### src/rtl/serial_sub_pkg.sv
// serial_sub_pkg: shared state encoding and sizing helpers for the digit-serial subtractor.
package serial_sub_pkg;
  typedef enum logic [1:0] {IDLE, RUN, DONE} state_t;
  function automatic int ndig(input int dw, input int gw);
    return dw / gw;
  endfunction
  function automatic int cnt_w(input int n);
    return (n <= 1) ? 1 : $clog2(n);
  endfunction
endpackage

### src/rtl/serial_sub_if.sv
// serial_sub_if: start/busy/done handshake plus operand and result bus for serial_sub.
interface serial_sub_if #(parameter int DATAWIDTH = 8);
  logic start;
  logic [DATAWIDTH-1:0] a;
  logic [DATAWIDTH-1:0] b;
  logic busy;
  logic done;
  logic [DATAWIDTH-1:0] diff;
  logic borrow;
  modport master(output start, a, b, input busy, done, diff, borrow);
  modport slave(input start, a, b, output busy, done, diff, borrow);
endinterface

### src/rtl/serial_sub_digit_sub.sv
// digit_sub: combinational W-bit subtract with borrow-in and borrow-out.
module digit_sub #(parameter int W = 2) (
  input  logic [W-1:0] x,
  input  logic [W-1:0] y,
  input  logic         bin,
  output logic [W-1:0] d,
  output logic         bout
);
  logic [W:0] r;
  assign r = {1'b0, x} - {1'b0, y} - {{W{1'b0}}, bin};
  assign d = r[W-1:0];
  assign bout = r[W];
endmodule

### src/rtl/serial_sub.sv
// serial_sub: digit-serial a - b over DATAWIDTH/DIGITWIDTH cycles with start/busy/done handshake.
// Define SERIAL_SUB_SAT_EN to clamp diff to zero on unsigned underflow.
module serial_sub
  import serial_sub_pkg::*;
#(
  parameter int DATAWIDTH  = 8,
  parameter int DIGITWIDTH = 2
) (
  input logic Clk,
  input logic Rst,
  serial_sub_if.slave bus
);
  localparam int NDIG = ndig(DATAWIDTH, DIGITWIDTH);
  localparam int CW = cnt_w(NDIG);
  if (DATAWIDTH % DIGITWIDTH != 0) begin : g_bad_width
    $error("serial_sub: DATAWIDTH must be a multiple of DIGITWIDTH");
  end
  state_t state, nxt;
  logic [DATAWIDTH-1:0] xa, xb, res;
  logic [CW-1:0] cnt;
  logic bf, bout, last, load;
  logic [DIGITWIDTH-1:0] d;
  digit_sub #(.W(DIGITWIDTH)) u_digit (
    .x(xa[DIGITWIDTH-1:0]),
    .y(xb[DIGITWIDTH-1:0]),
    .bin(bf),
    .d(d),
    .bout(bout)
  );
  always_comb begin
    last = cnt == CW'(NDIG - 1);
    load = state != RUN && bus.start;
    nxt = (state == RUN) ? (last ? DONE : RUN) : (bus.start ? RUN : IDLE);
  end
  always_ff @(posedge Clk or negedge Rst) begin
    if (!Rst) begin
      state <= IDLE;
      xa <= '0;
      xb <= '0;
      res <= '0;
      cnt <= '0;
      bf <= 1'b0;
      bus.busy <= 1'b0;
      bus.done <= 1'b0;
      bus.diff <= '0;
      bus.borrow <= 1'b0;
    end else begin
      state <= nxt;
      bus.busy <= state == RUN;
      bus.done <= state == DONE;
      if (load) begin
        xa <= bus.a;
        xb <= bus.b;
        bf <= 1'b0;
        cnt <= '0;
      end else if (state == RUN) begin
        xa <= xa >> DIGITWIDTH;
        xb <= xb >> DIGITWIDTH;
        res <= (res >> DIGITWIDTH) | (DATAWIDTH'(d) << (DATAWIDTH - DIGITWIDTH));
        bf <= bout;
        cnt <= cnt + CW'(1);
      end
      // result capture reads the pre-load borrow flop, so back-to-back starts are safe
      if (state == DONE) begin
`ifdef SERIAL_SUB_SAT_EN
        bus.diff <= bf ? '0 : res;
`else
        bus.diff <= res;
`endif
        bus.borrow <= bf;
      end
    end
  end
endmodule
### src/flat_wrapper.sv
// flat-port wrapper written by rule: the top's interface ports become plain ports
module serial_sub_flat import serial_sub_pkg::*;
#(
  parameter int DATAWIDTH  = 8,
  parameter int DIGITWIDTH = 2
)
  (Clk, Rst, bus_start, bus_a, bus_b, bus_busy, bus_done, bus_diff, bus_borrow);
  serial_sub_if #(.DATAWIDTH(DATAWIDTH)) bus_i ();
  input logic Clk;
  input logic Rst;
  input wire logic [$bits(bus_i.start)-1:0] bus_start;
  input wire logic [$bits(bus_i.a)-1:0] bus_a;
  input wire logic [$bits(bus_i.b)-1:0] bus_b;
  output wire logic [$bits(bus_i.busy)-1:0] bus_busy;
  output wire logic [$bits(bus_i.done)-1:0] bus_done;
  output wire logic [$bits(bus_i.diff)-1:0] bus_diff;
  output wire logic [$bits(bus_i.borrow)-1:0] bus_borrow;
  assign bus_i.start = bus_start;
  assign bus_i.a = bus_a;
  assign bus_i.b = bus_b;
  assign bus_busy = bus_i.busy;
  assign bus_done = bus_i.done;
  assign bus_diff = bus_i.diff;
  assign bus_borrow = bus_i.borrow;
  serial_sub #(.DATAWIDTH(DATAWIDTH), .DIGITWIDTH(DIGITWIDTH)) u_core (.Clk(Clk), .Rst(Rst), .bus(bus_i));
endmodule
### config.mk
export PLATFORM = sky130hd
export DESIGN_NAME = serial_sub_flat
export DESIGN_NICKNAME = d
export VERILOG_FILES = /design/src/rtl/serial_sub_pkg.sv /design/src/rtl/serial_sub_if.sv /design/src/rtl/serial_sub_digit_sub.sv /design/src/rtl/serial_sub.sv /design/src/flat_wrapper.sv
export SDC_FILE = /design/constraint.sdc
export NUM_CORES = 1
export LEC_CHECK = 0
export ABC_AREA = 1
export BUFFER_PORTS_ARGS = -buffer_cell sky130_fd_sc_hd__buf_4
export CAP_MARGIN = 20
export CORE_AREA = 3 3 65 67
export CTS_CLUSTER_DIAMETER = 40
export DETAILED_ROUTE_END_ITERATION = 6
export DIE_AREA = 0 0 68 70
export GPL_TIMING_DRIVEN = 0
export HOLD_SLACK_MARGIN = 0.02
export PLACE_DENSITY = 0.69
export SLEW_MARGIN = 20
export SYNTH_ARGS = -nofsm -noshare
export SYNTH_HDL_FRONTEND = slang
export SYNTH_SLANG_ARGS = --single-unit
### constraint.sdc
create_clock -name Clk -period 2.13 [get_ports Clk]
set_input_delay 0.426 -clock Clk [delete_from_list [all_inputs] [get_ports Clk]]
set_output_delay 0.426 -clock Clk [all_outputs]
set_load 0.005 [all_outputs]
# [Word-level counts from Yosys, hierarchy flattened]
# Cells that the tools add are included.
[totals] regBits=40 latch_bits=0 ramBits=0 mem_bits_ro=0 input_bits=19 output_inout_bits=11 word_cells=33 n_memories=0
[classes] add_sub_neg=3 n_mul=0 div=0 magnitude_cmp=0 n_eq_ne=4 shift=0 n_mux=11 n_bitwise=2 n_reduce_logical=3
[ops] op="$mux 8" count=4
[ops] op="$mux 2" count=4
[ops] op="$or 6x8->8" count=1
[ops] op="$eq 2x2->1 const B" count=2
[ops] op="$mux 1" count=3
[ops] op="$sub 2x2->3" count=1
[ops] op="$sub 3x1->3" count=1
[ops] op="$add 2x1->2 const B" count=1
[ops] op="$eq 2x1->1 const B" count=1
[ops] op="$ne 2x1->1 const B" count=1
[ops] op="$reduce_and 2->1" count=1
[ops] op="$reduce_bool 2->1" count=1
[ops] op="$logic_and 1x1->1" count=1
[ops] op="$not 1->1" count=1

# [Longest topological paths before layout]
[logic_depth] word_depth=4 mapped_depth=8 depth_no_buf=8

# [Hierarchy]
# From an unflattened synthesis, not the netlist that was laid out.
[unflattened] cells_unflattened=181 area_unflattened_um2=1706.6
[modules_own_cells] mod="serial_sub" n_inst=1 cells_each=173 area_each_um2=1644.1 seq_area_each_um2=1001.0
[modules_own_cells] mod="digit_sub" n_inst=1 cells_each=8 area_each_um2=62.6 seq_area_each_um2=0.0

# [Worst setup path after synthesis]
# OpenSTA, ideal clock, no wires.
[synth_timing] kind="flip-flop to flip-flop" startpoint="reg u_core.xa[0]" endpoint="reg u_core.res[7]" setup_ns=0.083 arrival_time_ns=1.778 slack_ns=0.270 path_stages_with_launch=7 n_path_buf=0 period_less_slack_ns=1.860 path_cell_list="dfrtp_1 -> fa_1 -> inv_1 -> ha_1 -> nor2_1 -> fa_1 -> o21ai_0"
[synth_between] elab_chain_len=3
[synth_rtl] element="start: declaration" line_no="serial_sub.sv:19" rtl="logic [DATAWIDTH-1:0] xa, xb, res;"
[synth_rtl] element="start signal: assignment" line_no="serial_sub.sv:52" rtl="xa <= bus.a;"
[synth_rtl] element="start signal: assignment" line_no="serial_sub.sv:57" rtl="xa <= xa >> DIGITWIDTH;"
[synth_rtl] element="$sub 2x2->3" line_no="serial_sub_digit_sub.sv:10" rtl="assign r = {1'b0, x} - {1'b0, y} - {{W{1'b0}}, bin};"
[synth_rtl] element="$sub 3x1->3" line_no="serial_sub_digit_sub.sv:10"
[synth_rtl] element="$or 6x8->8" line_no="serial_sub.sv:59" rtl="res <= (res >> DIGITWIDTH) | (DATAWIDTH'(d) << (DATAWIDTH - DIGITWIDTH));"
[synth_rtl] element="end signal: assignment" line_no="serial_sub.sv:59"
[synth_rtl] element="end: declaration" line_no="serial_sub.sv:19"
# Every way passes these cells.
# A chain may end at the register's enable or synchronous reset.

# [Worst setup path in the final report]
# Same ends and word-level chain as after synthesis.

==> metrics <==
Post-Synthesis Cells=around 180; Synth Register Bits=40; synthesized area=0.00173 sq mm; cts bufs inserted=5; Worst R2R End=u_core.res[7]; Clock Sinks=40; synthesized area per cell=9.38 sq um; status=finished, final reports clean; P_leak=approximately 0.0011 uW; worst clock skew=0.00699 ns; I/O Buffers=28; global-route wire length before repair=5640 um; worst min path class=in -> async; dominant combinational cell family by area after synthesis=simple AND/OR/NAND/NOR gates; Worst-Margin Slew=0.500 ns; IO Count=30; met2 usage=around a quarter; Sw Share=36.3%; fin. max-slew vios=0; Initial Util=46.8%; drt first-iter violations=85; largest net degree at the start of global routing=41; MaxCap Viol Count=0; Detailed Route WL=about 3300 um; Synth Warn #=0; Seq pwr share=43.3%; Worst VDD drop=~0.65 mV; post-synthesis cell type count=15; area growth from synthesis to layout=20.9%; # DRC=0; crit path from=u_core.xa[0]; layer with the highest usage=met2; CTS Root Cell=clkbuf_8; critical path class=reg -> reg; design area=0.00209 sq mm; met3 Track Usage GR=~3.9%; RSZ-0062 raised after global routing=false; vias in the first global route=1226; RePlAce Congestion=0.722; CTS clk-pin slew, worst paths=~0.070 ns; Synth Area in Compound Gates=4.64%; final setup TNS=0 ns; final setup fails=0; GR Util met1=a little over a fifth; cell-internal power=roughly 1900 uW; slew margin rel.=roughly 67%; drt pass-1 iters=4; syn_nets=208; r2r startpoint=u_core.xa[0]; Setup crit start kind=register; Crit. End Element=register; fraction of layout cells with a size suffix above 1=21.8%; Adder-Cell Fraction of Synth Area=approximately 4.5%; Critical Path Fanout Max=2; die width=just under 70 um; Pwr Density=1390 mW/mm^2; diode count=0; Vias/cell=4.95; grt ovf=0; xor and xnor area share after synthesis=0%; Post-CTS Resized=0; Final Hold Vio Count=0; H-tree depth=2; final cell count without fillers=268; die height=70 um; f_max=slightly above 500 MHz; Routed Antenna Nets=0; Worst Path Required=about 2.3 ns; gr usage total=roughly 16%; Sw Pwr=~1100 uW; placed cells=260; post-DP HPWL=approximately 2300 um; Comb pwr share=39.4%; simple-gate share of the synthesized area=between 20% and 30%; Period minus WS final=1.95 ns; worst skew pair latency=0.29 ns; Die Area=0.00476 sq mm; R2R depth=6; Power Total=2910 uW; r2r setup slk=about 0.18 ns; placed inst area=around 0.002 sq mm; hold buffers post-CTS=0; final net count=roughly 240; clock power share=between 15 and 20%; post-CTS setup buffer count=0; share of the core filled with cells=56.5%; wire per inst=12.3 um; via count=1327; core area=0.00369 sq mm; final worst-path cycle share=91.4%; antenna violations before repair=0; post-synthesis sequential area ratio=58.0%; row count=22; clock tree buffer depth=2; CTS tree=yes; post-synthesis mux area share=0%; Arr. time, crit path=2.15 ns
[power groups by stage]
stage                     clock network [uW]  logic, uW  registers (uW)
after floorplan                            0        786            1240
final                                    503       1150            1260
after detailed placement                   0       1180            1270
after CTS                                516       1180            1260
after global placement                     0       1150            1260
after global routing                     551       1350            1300
[metal layers]
layer  wire, um  up-vias
met2       1590       35
met1       1480      621
met4         57        0
li1           -      665
met3        164        6
met5          0        -
[logic make-up after synthesis]
group,count (synthesis)
flops,40
fa+ha+maj,5
simple gates,97
compound gates,16
buf+inv,26
[state kept, by name, summed over array words and instances, names as in the netlist, 2 cells and up]
register and count:
u_core.xb 8, u_core.bus.diff 8, u_core.res 8, u_core.xa 8, u_core.state 2, u_core.cnt 2
[through the flow]
| stage | worst slack (ns) | hold slack [ns] |
|---|---|---|
| finish | 0.183 | 0.107 |
| global route | 0.0946 | 0.129 |
| CTS | 0.157 | 0.117 |
| detailed placement | 0.180 | 0.431 |
| global placement | 0.191 | 0.434 |
| floorplan | 0.270 | 0.130 |
[cell usage after synthesis (all sizes together)]
cell type   n  area (sq um)
buf        11          73.8
ha          3          37.5
o21ai      15          75.1
inv        15          56.3
nor2        3          18.8
dfrtp      40          1000
fa          2          40.0
or2         1          6.26
nand3      48           240
nand2      45           171
a21oi       1          5.00
[layout make-up]
class | count | area, sq um
buffer | 11 | 73.8
timing repair buffer | 28 | 210
inverter | 15 | 56.3
sequential | 40 | 1000
fill | 371 | 1600
clock buffer | 8 | 90.1
tap | 48 | 60.1
multi-input combinational | 118 | 594
[critical path, stage by stage, from the launching register on]
cell     delay (ns)
dfrtp_1        0.41
fa_1           0.57
inv_1          0.05
ha_1           0.17
nor2_1         0.11
fa_1           0.42
o21ai_0        0.16
[cells in the final DEF (no fill, tap or decap)]
master	instances
clkbuf_1	2
clkbuf_8	6
or2_2	1
a21oi_1	1
buf_2	5
nor2_4	1
inv_1	15
nand3_1	48
nor2_1	2
nand2_1	44
buf_4	33
o21ai_0	15
buf_6	1
dfrtp_1	40
ha_1	3
fa_1	2
nand2_2	1
[worst max-delay path by stage]
stage                     depth (start not counted)             to
final                                             6  u_core.res[7]
after CTS                                         6  u_core.res[7]
after floorplan                                   6  u_core.res[7]
after global placement                            6  u_core.res[7]
after detailed placement                          6  u_core.res[7]
after global routing                              6  u_core.res[7]
No activity file was read; power rests on OpenSTA's default activity.
